## src/rtl/ds_dac_pkg.sv

```systemverilog
// rtl/ds_dac_pkg.sv - shared types and arithmetic helpers for the delta-sigma DAC
//   ds_order_t : modulator order selector (ORD1, ORD2)
//   fb_mag     : feedback magnitude 2^(width-1) for a given sample width
//   sat_add    : signed add clamped to the range of a dst_w-bit destination
package ds_dac_pkg;

  typedef enum logic {
    ORD1 = 1'b0,
    ORD2 = 1'b1
  } ds_order_t;

  function automatic int fb_mag(input int width);
    return 1 << (width - 1);
  endfunction

  // Operands are carried at 64 bits so callers of any width up to 63 can
  // share one helper; the result always fits in dst_w signed bits.
  function automatic logic signed [63:0] sat_add(input logic signed [63:0] a,
                                                 input logic signed [63:0] b,
                                                 input int                 dst_w);
    logic signed [63:0] sum;
    logic signed [63:0] hi;
    logic signed [63:0] lo;
    sum = a + b;
    hi  = (64'sd1 <<< (dst_w - 1)) - 64'sd1;
    lo  = -(64'sd1 <<< (dst_w - 1));
    if (sum > hi)      return hi;
    else if (sum < lo) return lo;
    else               return sum;
  endfunction

endpackage

```

## src/rtl/ds_dac_mc_ch.sv

```systemverilog
// rtl/ds_dac_mc_ch.sv - single-channel first/second-order delta-sigma modulator
//   clk, rst : clock, asynchronous active-high reset
//   tick     : modulator update strobe (already qualified by clk_en)
//   x        : unsigned WIDTH-bit sample used on this tick
//   dout     : 1-bit pulse-density output
//   ovf      : sticky integrator saturation flag (always 0 for ORDER=1)
module ds_mod_ch
  import ds_dac_pkg::*;
#(
  parameter int WIDTH = 16,
  parameter int ORDER = 1
) (
  input  logic             clk,
  input  logic             rst,
  input  logic             tick,
  input  logic [WIDTH-1:0] x,
  output logic             dout,
  output logic             ovf
);

  localparam ds_order_t ORD = (ORDER == 2) ? ORD2 : ORD1;

  generate
    if (ORD == ORD1) begin : g_ord1
      // Only the low WIDTH bits of the accumulator carry over; the carry
      // bit of each sum becomes the output bit directly.
      logic [WIDTH-1:0] r_acc;
      logic             r_dout;
      logic [WIDTH:0]   w_acc_next;

      assign w_acc_next = {1'b0, r_acc} + {1'b0, x};

      always_ff @(posedge clk or posedge rst) begin
        if (rst) begin
          r_acc  <= '0;
          r_dout <= 1'b0;
        end else if (tick) begin
          r_acc  <= w_acc_next[WIDTH-1:0];
          r_dout <= w_acc_next[WIDTH];
        end
      end

      assign dout = r_dout;
      assign ovf  = 1'b0;
    end else begin : g_ord2
      localparam logic signed [63:0] FB = 64'(fb_mag(WIDTH));

      logic signed [WIDTH+1:0] r_i1;
      logic signed [WIDTH+3:0] r_i2;
      logic                    r_dout;
      logic                    r_ovf;
      logic signed [63:0]      w_xs;
      logic signed [63:0]      w_fb;
      logic signed [63:0]      w_sum1;
      logic signed [63:0]      w_sat1;
      logic signed [63:0]      w_sum2;
      logic signed [63:0]      w_sat2;
      logic signed [WIDTH+1:0] w_i1_next;
      logic signed [WIDTH+3:0] w_i2_next;

      // Re-centre the unsigned sample around zero.
      assign w_xs = $signed(64'(x)) - FB;
      assign w_fb = r_dout ? FB : -FB;

      assign w_sum1    = 64'(r_i1) + (w_xs - w_fb);
      assign w_sat1    = sat_add(64'(r_i1), w_xs - w_fb, WIDTH + 2);
      assign w_i1_next = w_sat1[WIDTH+1:0];

      assign w_sum2    = 64'(r_i2) + (64'(w_i1_next) - w_fb);
      assign w_sat2    = sat_add(64'(r_i2), 64'(w_i1_next) - w_fb, WIDTH + 4);
      assign w_i2_next = w_sat2[WIDTH+3:0];

      always_ff @(posedge clk or posedge rst) begin
        if (rst) begin
          r_i1   <= '0;
          r_i2   <= '0;
          r_dout <= 1'b0;
          r_ovf  <= 1'b0;
        end else if (tick) begin
          r_i1   <= w_i1_next;
          r_i2   <= w_i2_next;
          r_dout <= ~w_i2_next[WIDTH+3];
          // A clamp shows up as the saturated sum differing from the true sum.
          r_ovf  <= r_ovf | (w_sat1 != w_sum1) | (w_sat2 != w_sum2);
        end
      end

      assign dout = r_dout;
      assign ovf  = r_ovf;
    end
  endgenerate

endmodule

```

## src/rtl/ds_dac_mc.sv

```systemverilog
// rtl/ds_dac_mc.sv - multi-channel delta-sigma DAC: tick divider, double buffer, channels
//   clk, rst  : 50 MHz clock, asynchronous active-high reset
//   clk_en    : global enable, freezes divider and modulators when low
//   din       : CHANNELS packed unsigned samples, channel c at [c*WIDTH +: WIDTH]
//   din_valid : din holds a valid sample set
//   din_ready : holding buffer free
//   ce_out    : one-cycle pulse when dout presents a new value
//   dout      : per-channel 1-bit modulator output
//   ovf       : per-channel sticky saturation flag
module ds_dac_mc
  import ds_dac_pkg::*;
#(
  parameter int WIDTH    = 16,
  parameter int CHANNELS = 2,
  parameter int ORDER    = 1,
  parameter int OSR_DIV  = 1
) (
  input  logic                      clk,
  input  logic                      rst,
  input  logic                      clk_en,
  input  logic [CHANNELS*WIDTH-1:0] din,
  input  logic                      din_valid,
  output logic                      din_ready,
  output logic                      ce_out,
  output logic [CHANNELS-1:0]       dout,
  output logic [CHANNELS-1:0]       ovf
);

  localparam int              CNT_W    = (OSR_DIV > 1) ? $clog2(OSR_DIV) : 1;
  localparam logic [CNT_W-1:0] CNT_LAST = CNT_W'(OSR_DIV - 1);

  logic [CNT_W-1:0]          r_cnt;
  logic                      r_pending;
  logic                      r_ce;
  logic [CHANNELS*WIDTH-1:0] r_hold;
  logic [CHANNELS*WIDTH-1:0] r_active;

  logic                      w_tick;
  logic                      w_accept;
  logic [CHANNELS*WIDTH-1:0] w_x;

  assign w_tick   = clk_en & (r_cnt == CNT_LAST);
  assign w_accept = din_valid & ~r_pending;

  // A sample accepted on the tick edge itself bypasses the holding buffer.
  assign w_x = w_accept ? din : (r_pending ? r_hold : r_active);

  always_ff @(posedge clk or posedge rst) begin
    if (rst) begin
      r_cnt     <= '0;
      r_pending <= 1'b0;
      r_ce      <= 1'b0;
      r_hold    <= '0;
      r_active  <= '0;
    end else begin
      r_ce <= w_tick;
      if (clk_en) begin
        r_cnt <= w_tick ? '0 : r_cnt + 1'b1;
      end
      if (w_tick) begin
        r_active  <= w_x;
        r_pending <= 1'b0;
      end else if (w_accept) begin
        r_hold    <= din;
        r_pending <= 1'b1;
      end
    end
  end

  assign din_ready = ~r_pending;
  assign ce_out    = r_ce;

  generate
    for (genvar c = 0; c < CHANNELS; c++) begin : g_ch
      ds_mod_ch #(
        .WIDTH (WIDTH),
        .ORDER (ORDER)
      ) u_ch (
        .clk  (clk),
        .rst  (rst),
        .tick (w_tick),
        .x    (w_x[c*WIDTH +: WIDTH]),
        .dout (dout[c]),
        .ovf  (ovf[c])
      );
    end
  endgenerate

endmodule

```

## config.mk

```make
export PLATFORM = sky130hd
export DESIGN_NAME = ds_dac_mc
export DESIGN_NICKNAME = d
export VERILOG_FILES = /design/src/rtl/ds_dac_pkg.sv /design/src/rtl/ds_dac_mc_ch.sv /design/src/rtl/ds_dac_mc.sv
export SDC_FILE = /design/constraint.sdc
export NUM_CORES = 1
export LEC_CHECK = 0
export CAP_MARGIN = 20
export CORE_MARGIN = 2
export CORE_UTILIZATION = 40
export DETAILED_ROUTE_END_ITERATION = 8
export PLACE_DENSITY = 0.61
export SLEW_MARGIN = 30
export SYNTH_ARGS = -nofsm -noshare
export SYNTH_HDL_FRONTEND = slang
export SYNTH_SLANG_ARGS = --single-unit
```

## constraint.sdc

```tcl
create_clock -name clk -period 4.62 [get_ports clk]
set_input_delay 0.924 -clock clk [delete_from_list [all_inputs] [get_ports clk]]
set_output_delay 0.924 -clock clk [all_outputs]
set_load 0.03 [all_outputs]
```

==> results.md, run 1 <==
- Post-CTS Setup Bufs: 0
- Number of sinks driven by the clock tree: between 100 and 150
- CTS Buf Count: 9
- Core region area: 0.01453 sq mm
- Min-Delay Path Depth: 2
- Tightest Hold Check Type: reg -> reg
- Number of buffers inserted by port buffering: 39
- Synthesized flop and latch total: between 100 and 150
- N_diodes: 0
- Status: complete, no violations
- Endpoints failing hold: 0
- Tightest Pin Transition: 0.7357 ns
- Number of gates resized after CTS: 0
- Post-route total power: ~3.7 mW
- Avg Vias per Cell: between 5 and 6
- Unrepaired setup endpoints after global routing: no
- Max-slew violation count: 0
- Slew HR: 0.5095
- Setup TNS Final: 0 ns
- CTS Hold Bufs: 0
- Most frequent cell after synthesis: sky130_fd_sc_hd__nand2_1
- Metal3 WL: ~440 microns
- Routability congestion estimate: between 0.8 and 0.9
- Power density relative to cell area: between 500 and 600 mW/mm^2
- Clock Skew: just under 0.01 ns
- Min cycle time layout: roughly 3.5 ns
- Cell row count: 44
- Startpoint of the worst-slack reg-to-reg timing path: r_pending$_DFFE_PP0P_
- Count of yosys warnings during synthesis: 0
- WL/cell: between 10 and 15 microns
- Overall die area: around 0.016 sq mm
- Clock latency on the worst-skew pair: roughly 0.36 ns
- Top routing layer in use: met4
- CTS tree: yes
- Initial drt markers: 232
- Worst setup EP type: flip-flop
- Start point of the worst min-delay path: r_active[12]$_DFFE_PP0P_
- Drt pass-1 iters: 4
- Fraction of synthesized cell area taken by the top area cell type: 0.4238
- Async set-or-reset flop fraction in the synthesized netlist: 1.000
- Clock root cell: sky130_fd_sc_hd__clkbuf_16
- Number of antenna violations at the first check in global routing: 0
- Switching pwr: approximately 1.4 mW
- Arrival time of data at the critical path endpoint: about 3.7 ns
- EDFF count, synth: 0
- Final instance area: ~0.0068 sq mm
- Fin crit share: 0.7514
- Clock H-tree levels: 3
- Reg2reg setup slack: approximately 1.3 ns
- R2R cell count: 9
- Total global-route track usage: 0.1680
- Critical register-to-register path endpoint: g_ch[1].u_ch.g_ord1.r_acc[12]$_DFFE_PP0P_
- Max Fanout on Critical Path: 4
- Count of cell types in the netlist: 63
- Initial cell density of the core: 0.4103
- Relative contribution of the clock network to total power: 0.224
- Net switching share of the total power: 0.3751
- Number of standard cells after synthesis: between 600 and 700
- Worst IR drop on VDD: roughly 0.28 mV
- Number of global-route vias before repair: 4625
- Portion of total power attributed to combinational logic: 0.428
- Clock transition time at the flip-flop clock pins of the worst setup and hold paths: roughly 0.070 ns
- Wire length on met1: about 5600 microns
- Via count: between 4000 and 5000
- Largest net degree at the start of global routing: 83
- Dominant register cell in the synthesized netlist: sky130_fd_sc_hd__dfrtp_1
- Final routed wirelength across all metal layers: around 13000 microns
- Post-placement cell count: between 800 and 900
- Met2 routed wirelength: 6396 microns
- Data required time at the worst endpoint: 4.84 ns
- HPWL after DPL: roughly 8700 microns
- Critical Path Source Type: primary input
- Proportion of layout cells with a drive suffix above 1: 0.07270
- Hold WS: about 0.48 ns
- Total of max-cap violations: 0
- Width of the die: 126.1 microns
- Cell internal power dissipation: roughly 2.3 mW
- Post-detailed-route count of antenna-violating nets: 0
- Non-filler instance count after layout: 858
- Area post-placement: between 0.006 and 0.007 sq mm
- Commonest cells in the synthesized netlist: 176 x sky130_fd_sc_hd__nand2_1, 101 x sky130_fd_sc_hd__dfrtp_1, 63 x sky130_fd_sc_hd__o21ai_0
- Post-detailed-route DRC marker count: 0
- Mean instance size in the synthesized netlist: between 9 and 10 sq um
- Clk buf depth: 2
- Critical setup path kind: in -> reg
- Max Fclk: 288.1 MHz
- Height of the die: about 130 microns
- Ranking of synthesized cells by area: sky130_fd_sc_hd__dfrtp_1 42%, sky130_fd_sc_hd__nand2_1 11%, sky130_fd_sc_hd__ha_1 6.7%
- Worst min-delay path endpoint: r_active[12]$_DFFE_PP0P_
- Leftover overflow at the end of global routing: 0
- Leak Pwr: approximately 3.1 nW
- Sequential-to-total area share from yosys stat: 0.4238
- Number of top-level pins: 42
- Final setup violation count: 0
- Wire length of the first global-routing pass: about 22000 microns
- Layout Area Growth over Synthesis: 13.68%
- Number of nets in the layout: 739
- Top cell type by total area after synthesis: sky130_fd_sc_hd__dfrtp_1
- Register share of total power: 0.348
- Combined area of all synthesized cells: 0.005963 sq mm
==> area by class of cell <==
class	count	area (sq um)
Fill cell	1400	7755
Inverter	9	38.79
Tap cell	184	230.2
Clock buffer	10	229.0
Multi-Input combinational cell	501	3208
Sequential cell	101	2529
Timing Repair Buffer	47	445.4
Clock inverter	6	98.84
==> critical path: stages <==
cell and delay [ns]:
sky130_fd_sc_hd__clkdlybuf4s50_1 0.42, sky130_fd_sc_hd__mux2i_1 0.13, sky130_fd_sc_hd__o21ai_0 0.12, sky130_fd_sc_hd__ha_1 0.27
sky130_fd_sc_hd__fa_1 0.40, sky130_fd_sc_hd__a21o_1 0.23, sky130_fd_sc_hd__a311oi_1 0.47, sky130_fd_sc_hd__nor3b_2 0.14
sky130_fd_sc_hd__o2111ai_1 0.26, sky130_fd_sc_hd__mux2i_1 0.22, sky130_fd_sc_hd__o311ai_1 0.11
==> metrics by stage <==
| stage | utilization | setup slack, ns |
|---|---|---|
| floorplan | - | 0.8830 |
| CTS | 0.4664 | 1.127 |
| global route | 0.4664 | 0.8066 |
| detailed placement | 0.4439 | 0.7543 |
| finish | 0.4664 | 1.149 |
| global placement | 0.4437 | 0.8060 |
==> layout by cell type, fill, tap and decap left out, types with 4 or more instances in the layout <==
cell / synthesis / final
sky130_fd_sc_hd__nand2_1: 176 / 176
sky130_fd_sc_hd__o21bai_1: 4 / 4
sky130_fd_sc_hd__o21ai_0: 63 / 63
sky130_fd_sc_hd__nor3_1: 4 / 4
sky130_fd_sc_hd__xnor2_1: 10 / 10
sky130_fd_sc_hd__buf_4: 4 / 8
sky130_fd_sc_hd__nor2_1: 10 / 10
sky130_fd_sc_hd__a31oi_1: 5 / 5
sky130_fd_sc_hd__and3_1: 6 / 6
sky130_fd_sc_hd__mux2_1: 18 / 18
sky130_fd_sc_hd__o21ai_1: 8 / 8
sky130_fd_sc_hd__ha_1: 32 / 32
sky130_fd_sc_hd__mux2i_1: 33 / 33
sky130_fd_sc_hd__dfrtp_1: 101 / 100
sky130_fd_sc_hd__xor2_1: 10 / 10
sky130_fd_sc_hd__clkdlybuf4s50_1: 0 / 38
sky130_fd_sc_hd__inv_1: 8 / 7
sky130_fd_sc_hd__nand4_1: 5 / 5
sky130_fd_sc_hd__mux2_2: 15 / 15
sky130_fd_sc_hd__clkbuf_16: 0 / 9
sky130_fd_sc_hd__nand3_1: 6 / 6
sky130_fd_sc_hd__a21o_1: 7 / 7
sky130_fd_sc_hd__a21oi_1: 30 / 30
==> flip-flops by register name, indices dropped and copies added, names as in the netlist <==
name / cells
g_ch.u_ch.g_ord1.r_acc: 32
r_active: 32
r_hold: 32
g_ch.u_ch.dout: 2
ce_out: 1
r_cnt: 1
r_pending: 1
==> power groups by stage <==
stage	clock network [mW]	registers, mW	logic (mW)
finish	0.827	1.28	1.58
global route	0.883	1.32	1.80
CTS	0.856	1.28	1.58
detailed placement	0	1.30	1.57
global placement	0	1.29	1.53
floorplan	0	1.25	1.31
==> worst max path at each step <==
stage / end / start / slack [ns]
final: g_ch[1].u_ch.g_ord1.r_acc[12]$_DFFE_PP0P_ / din[16] / 1.15
after global routing: g_ch[0].u_ch.g_ord1.r_acc[15]$_DFFE_PP0P_ / din_valid / 0.81
after CTS: g_ch[0].u_ch.g_ord1.r_acc[15]$_DFFE_PP0P_ / din_valid / 1.13
after detailed placement: g_ch[0].u_ch.g_ord1.r_acc[15]$_DFFE_PP0P_ / din_valid / 0.75
after global placement: g_ch[1].u_ch.g_ord1.r_acc[12]$_DFFE_PP0P_ / din[16] / 0.81
after floorplan: g_ch[1].u_ch.g_ord1.r_acc[12]$_DFFE_PP0P_ / din_valid / 0.88
==> per-layer routing <==
| layer | up-vias | GRT usage |
|---|---|---|
| met5 | - | 0 |
| met4 | 0 | 0.05559 |
| met3 | 18 | 0.03781 |
| met2 | 77 | 0.3004 |
| met1 | 2162 | 0.1993 |
| li1 | 2307 | - |
==> cell families after synthesis <==
kind of cell    synth area share
simple gates              0.1624
compound gates            0.1521
flops                     0.4238
mux                       0.1177
buf+inv                  0.04007
fa+ha+maj                0.07386
xor+xnor                 0.02937
other cells            0.0006289
Note: power is estimated with default switching activity, not from simulation.
==> inputs of run 2 (changes only) <==
clock period = 3.4 ns   (was 4.62 ns; I/O delays follow)
==> run 2 against run 1 <==
Flip-flop and latch count unchanged. Sequential power increased by 36%. Final area up 2.8%. Worst setup slack got worse by 0.92 ns. Die area stayed put. Worst hold slack worse by 0.0016 ns. Highest routed layer unchanged. Non-clock buffer count increased by 22. Clock skew about the same. Largest power group unchanged. First-iteration DRC count rose by 24%. Via count rose by 2.7%. Sequential share of layout area fell by 1.0 points.
==> results.md, run 2 (synthesis results as in run 1) <==
- Slew HR: 0.5350 (+0.02544)
- Critical Path Source Type: primary input
- Final routed wirelength across all metal layers: 13130 microns (+4.1%)
- Cell internal power dissipation: 3.156 mW (+37%)
- Number of sinks driven by the clock tree: 101 (unchanged)
- Proportion of layout cells with a drive suffix above 1: 0.1049 (+0.03218)
- Portion of total power attributed to combinational logic: 0.457 (+0.029)
- Number of buffers inserted by port buffering: 39 (unchanged)
- Number of global-route vias before repair: 4816 (+4.1%)
- Kind of cell adding the most delay to the critical path: compound AO/OA/AOI/OAI gates
- Post-placement cell count: 864 (+2.6%)
- Relative contribution of the clock network to total power: 0.200 (-0.024)
- Slowest stage cell on the critical path: sky130_fd_sc_hd__clkdlybuf4s50_1
- Utilization after layout: 0.4793 (+0.01283)
- Clock H-tree levels: 3 (unchanged)
- Worst path bufs/invs: 1 (unchanged)
- Reg2reg setup slack: 0.35 ns (-0.93 ns)
- WL/cell: 14.92 microns (+1.5%)
- Number of top-level pins: 42 (unchanged)
- Total of max-cap violations: 0 (unchanged)
- Non-filler instance count after layout: 880 (+2.6%)
- Worst setup EP type: flip-flop
- Overall die area: 0.01590 sq mm (unchanged)
- Number of gates resized after CTS: 0 (unchanged)
- Height of the die: 126.1 microns (unchanged)
- Register share of total power: 0.343 (-0.005)
- Biggest cell delay along the critical path: 0.42 ns (-0.05 ns)
- Avg Vias per Cell: 5.326 (+0.13%)
- Critical Path, Cell by Cell: clkdlybuf4s50_1, mux2i_1, o21ai_0, ha_1, fa_1, a21o_1, a311oi_4, nor3b_2, o2111ai_1, mux2i_1, o311ai_1
- Power density relative to cell area: 730.0 mW/mm^2 (+34%)
- Cell row count: 44 (unchanged)
- Hold WS: 0.4745 ns (-0.001603 ns)
- Fin crit share: 0.9325
- Initial cell density of the core: 0.4103 (unchanged)
- Critical setup path kind: in -> reg
- Initial drt markers: 288 (+24%)
- CTS tree: yes
- CTS Buf Count: 9 (unchanged)
- Wire length of the first global-routing pass: 22610 microns (+3.7%)
- Leak Pwr: 3.243 nW (+3.6%)
- Net switching share of the total power: 0.3793 (+0.004198)
- Data required time at the worst endpoint: 3.62 ns (-1.22 ns)
- Total global-route track usage: 0.1716 (+0.003657)
- Status: complete, no violations
- Max Fanout on Critical Path: 3 (-1)
- Clk buf depth: 2 (unchanged)
- Post-detailed-route count of antenna-violating nets: 0 (unchanged)
- Startpoint of the worst-slack reg-to-reg timing path: r_pending$_DFFE_PP0P_
- N_diodes: 0 (unchanged)
- Clock root cell: sky130_fd_sc_hd__clkbuf_16
- Leading cell type in the layout, fill and taps excluded: sky130_fd_sc_hd__nand2_1
- Layout Area Growth over Synthesis: 16.81%
- Number of antenna violations at the first check in global routing: 0 (unchanged)
- Largest registers: g_ch.u_ch.g_ord1.r_acc x32, r_active x32, r_hold x32
- Min cycle time layout: 3.170 ns
- Width of the die: 126.1 microns (unchanged)
- Tightest Pin Transition: 0.6976 ns (-0.03816 ns)
- Endpoints failing hold: 0 (unchanged)
- R2R cell count: 9 (unchanged)
- Setup TNS Final: 0 ns (unchanged)
- Core region area: 0.01453 sq mm (unchanged)
- Largest net degree at the start of global routing: 54 (-35%)
- Post-route total power: 5.085 mW (+38%)
- Worst min-delay path endpoint: r_active[21]$_DFFE_PP0P_
- Unrepaired setup endpoints after global routing: no
- Number of nets in the layout: 761 (+3.0%)
- Clock Skew: 0.01007 ns (+0.0001834 ns)
- Clock transition time at the flip-flop clock pins of the worst setup and hold paths: 0.07 ns (about the same)
- Critical register-to-register path endpoint: g_ch[1].u_ch.g_ord1.r_acc[12]$_DFFE_PP0P_
- Min-Delay Path Depth: 2 (unchanged)
- Max Fclk: between 300 and 400 MHz
- Drt pass-1 iters: 4 (unchanged)
- Via count: 4687 (+2.7%)
- Worst IR drop on VDD: 0.3275 mV (+17%)
- Clock latency on the worst-skew pair: 0.36 ns (about the same)
- Most common cell type on the critical path: sky130_fd_sc_hd__mux2i_1
- Start point of the worst min-delay path: r_active[21]$_DFFE_PP0P_
- Routability congestion estimate: 0.9010 (+2.2%)
- Post-detailed-route DRC marker count: 0 (unchanged)
- Number of fill cells in the layout: 1384 (-1.1%)
- HPWL after DPL: 9327 microns (+7.3%)
- CTS Hold Bufs: 0 (unchanged)
- Commonest cells after routing, fill and taps aside: 176 x sky130_fd_sc_hd__nand2_1, 100 x sky130_fd_sc_hd__dfrtp_1, 63 x sky130_fd_sc_hd__o21ai_0, 38 x sky130_fd_sc_hd__clkdlybuf4s50_1, 33 x sky130_fd_sc_hd__mux2i_1
- Tightest Hold Check Type: reg -> reg
- Leftover overflow at the end of global routing: 0 (unchanged)
- Final setup violation count: 0 (unchanged)
- Max-slew violation count: 0 (unchanged)
- Post-CTS Setup Bufs: 0 (unchanged)
- Arrival time of data at the critical path endpoint: 3.39 ns (-0.30 ns)
- Switching pwr: 1.929 mW (+40%)
[run 2: cell count changes in the layout (fill, tap and decap cells not counted)]
cell	before	now
sky130_fd_sc_hd__a311oi_1	1	0
sky130_fd_sc_hd__buf_12	0	3
sky130_fd_sc_hd__inv_4	0	1
sky130_fd_sc_hd__a311oi_4	0	1
sky130_fd_sc_hd__clkinvlp_4	0	1
sky130_fd_sc_hd__clkinv_4	2	1
sky130_fd_sc_hd__clkbuf_1	1	0
sky130_fd_sc_hd__buf_4	8	27
sky130_fd_sc_hd__bufinv_16	2	0
sky130_fd_sc_hd__clkbuf_8	0	3
sky130_fd_sc_hd__clkinv_8	1	0
[run 2: how the worst max path moves through the flow]
stage                                           endpoint       from  depth (start not counted)  slack, ns
3_5_place_dp   g_ch[1].u_ch.g_ord1.r_acc[12]$_DFFE_PP0P_    din[16]                         11      -0.10
2_1_floorplan  g_ch[1].u_ch.g_ord1.r_acc[12]$_DFFE_PP0P_  din_valid                         12       0.04
3_3_place_gp   g_ch[1].u_ch.g_ord1.r_acc[12]$_DFFE_PP0P_    din[16]                         11      -0.01
4_1_cts        g_ch[1].u_ch.g_ord1.r_acc[12]$_DFFE_PP0P_    din[16]                         11       0.24
5_1_grt        g_ch[1].u_ch.g_ord1.r_acc[12]$_DFFE_PP0P_    din[16]                         11       0.03
6_report       g_ch[1].u_ch.g_ord1.r_acc[12]$_DFFE_PP0P_    din[16]                         11       0.23
[run 2: layer usage]
| metal | wire length [microns] | global-route usage | part of all wire |
|---|---|---|---|
| met1 | 5956 | 0.2068 | 0.45 |
| met3 | 362 | 0.04248 | 0.028 |
| met2 | 6666 | 0.3096 | 0.51 |
| met5 | 0 | 0 | 0 |
| met4 | 143 | 0.03814 | 0.011 |
[run 2: layout make-up]
| type | instances | area, sq um | share of cell area |
|---|---|---|---|
| clock inverter | 4 | 30.03 | 0.004311 |
| sequential | 101 | 2529 | 0.3630 |
| multi-input combinational | 501 | 3226 | 0.4631 |
| timing repair buffer | 69 | 648.1 | 0.09305 |
| inverter | 9 | 36.28 | 0.005209 |
| clock buffer | 12 | 266.5 | 0.03826 |
| tap | 184 | 230.2 | 0.03305 |
[run 2: worst min-delay path, cell delays in order (launching register included)]
cell,delay [ns]
sky130_fd_sc_hd__dfrtp_1,0.34
sky130_fd_sc_hd__nand2_1,0.05
sky130_fd_sc_hd__nand2_1,0.06
[run 2: per-stage QoR]
stage	setup WS, ns	area, sq um
3_3_place_gp	-0.01076	6658
5_1_grt	0.03262	6965
3_5_place_dp	-0.1010	6658
2_1_floorplan	0.03959	5978
4_1_cts	0.2448	6954
6_report	0.2296	6965
[run 2: power by group through the flow]
stage	Sequential [mW]	Clock [mW]	Combinational (mW)
after floorplan	1.70	0	1.78
after global placement	1.75	0	2.22
after detailed placement	1.77	0	2.28
after CTS	1.75	1.05	2.30
after global routing	1.79	1.09	2.62
final	1.74	1.02	2.32
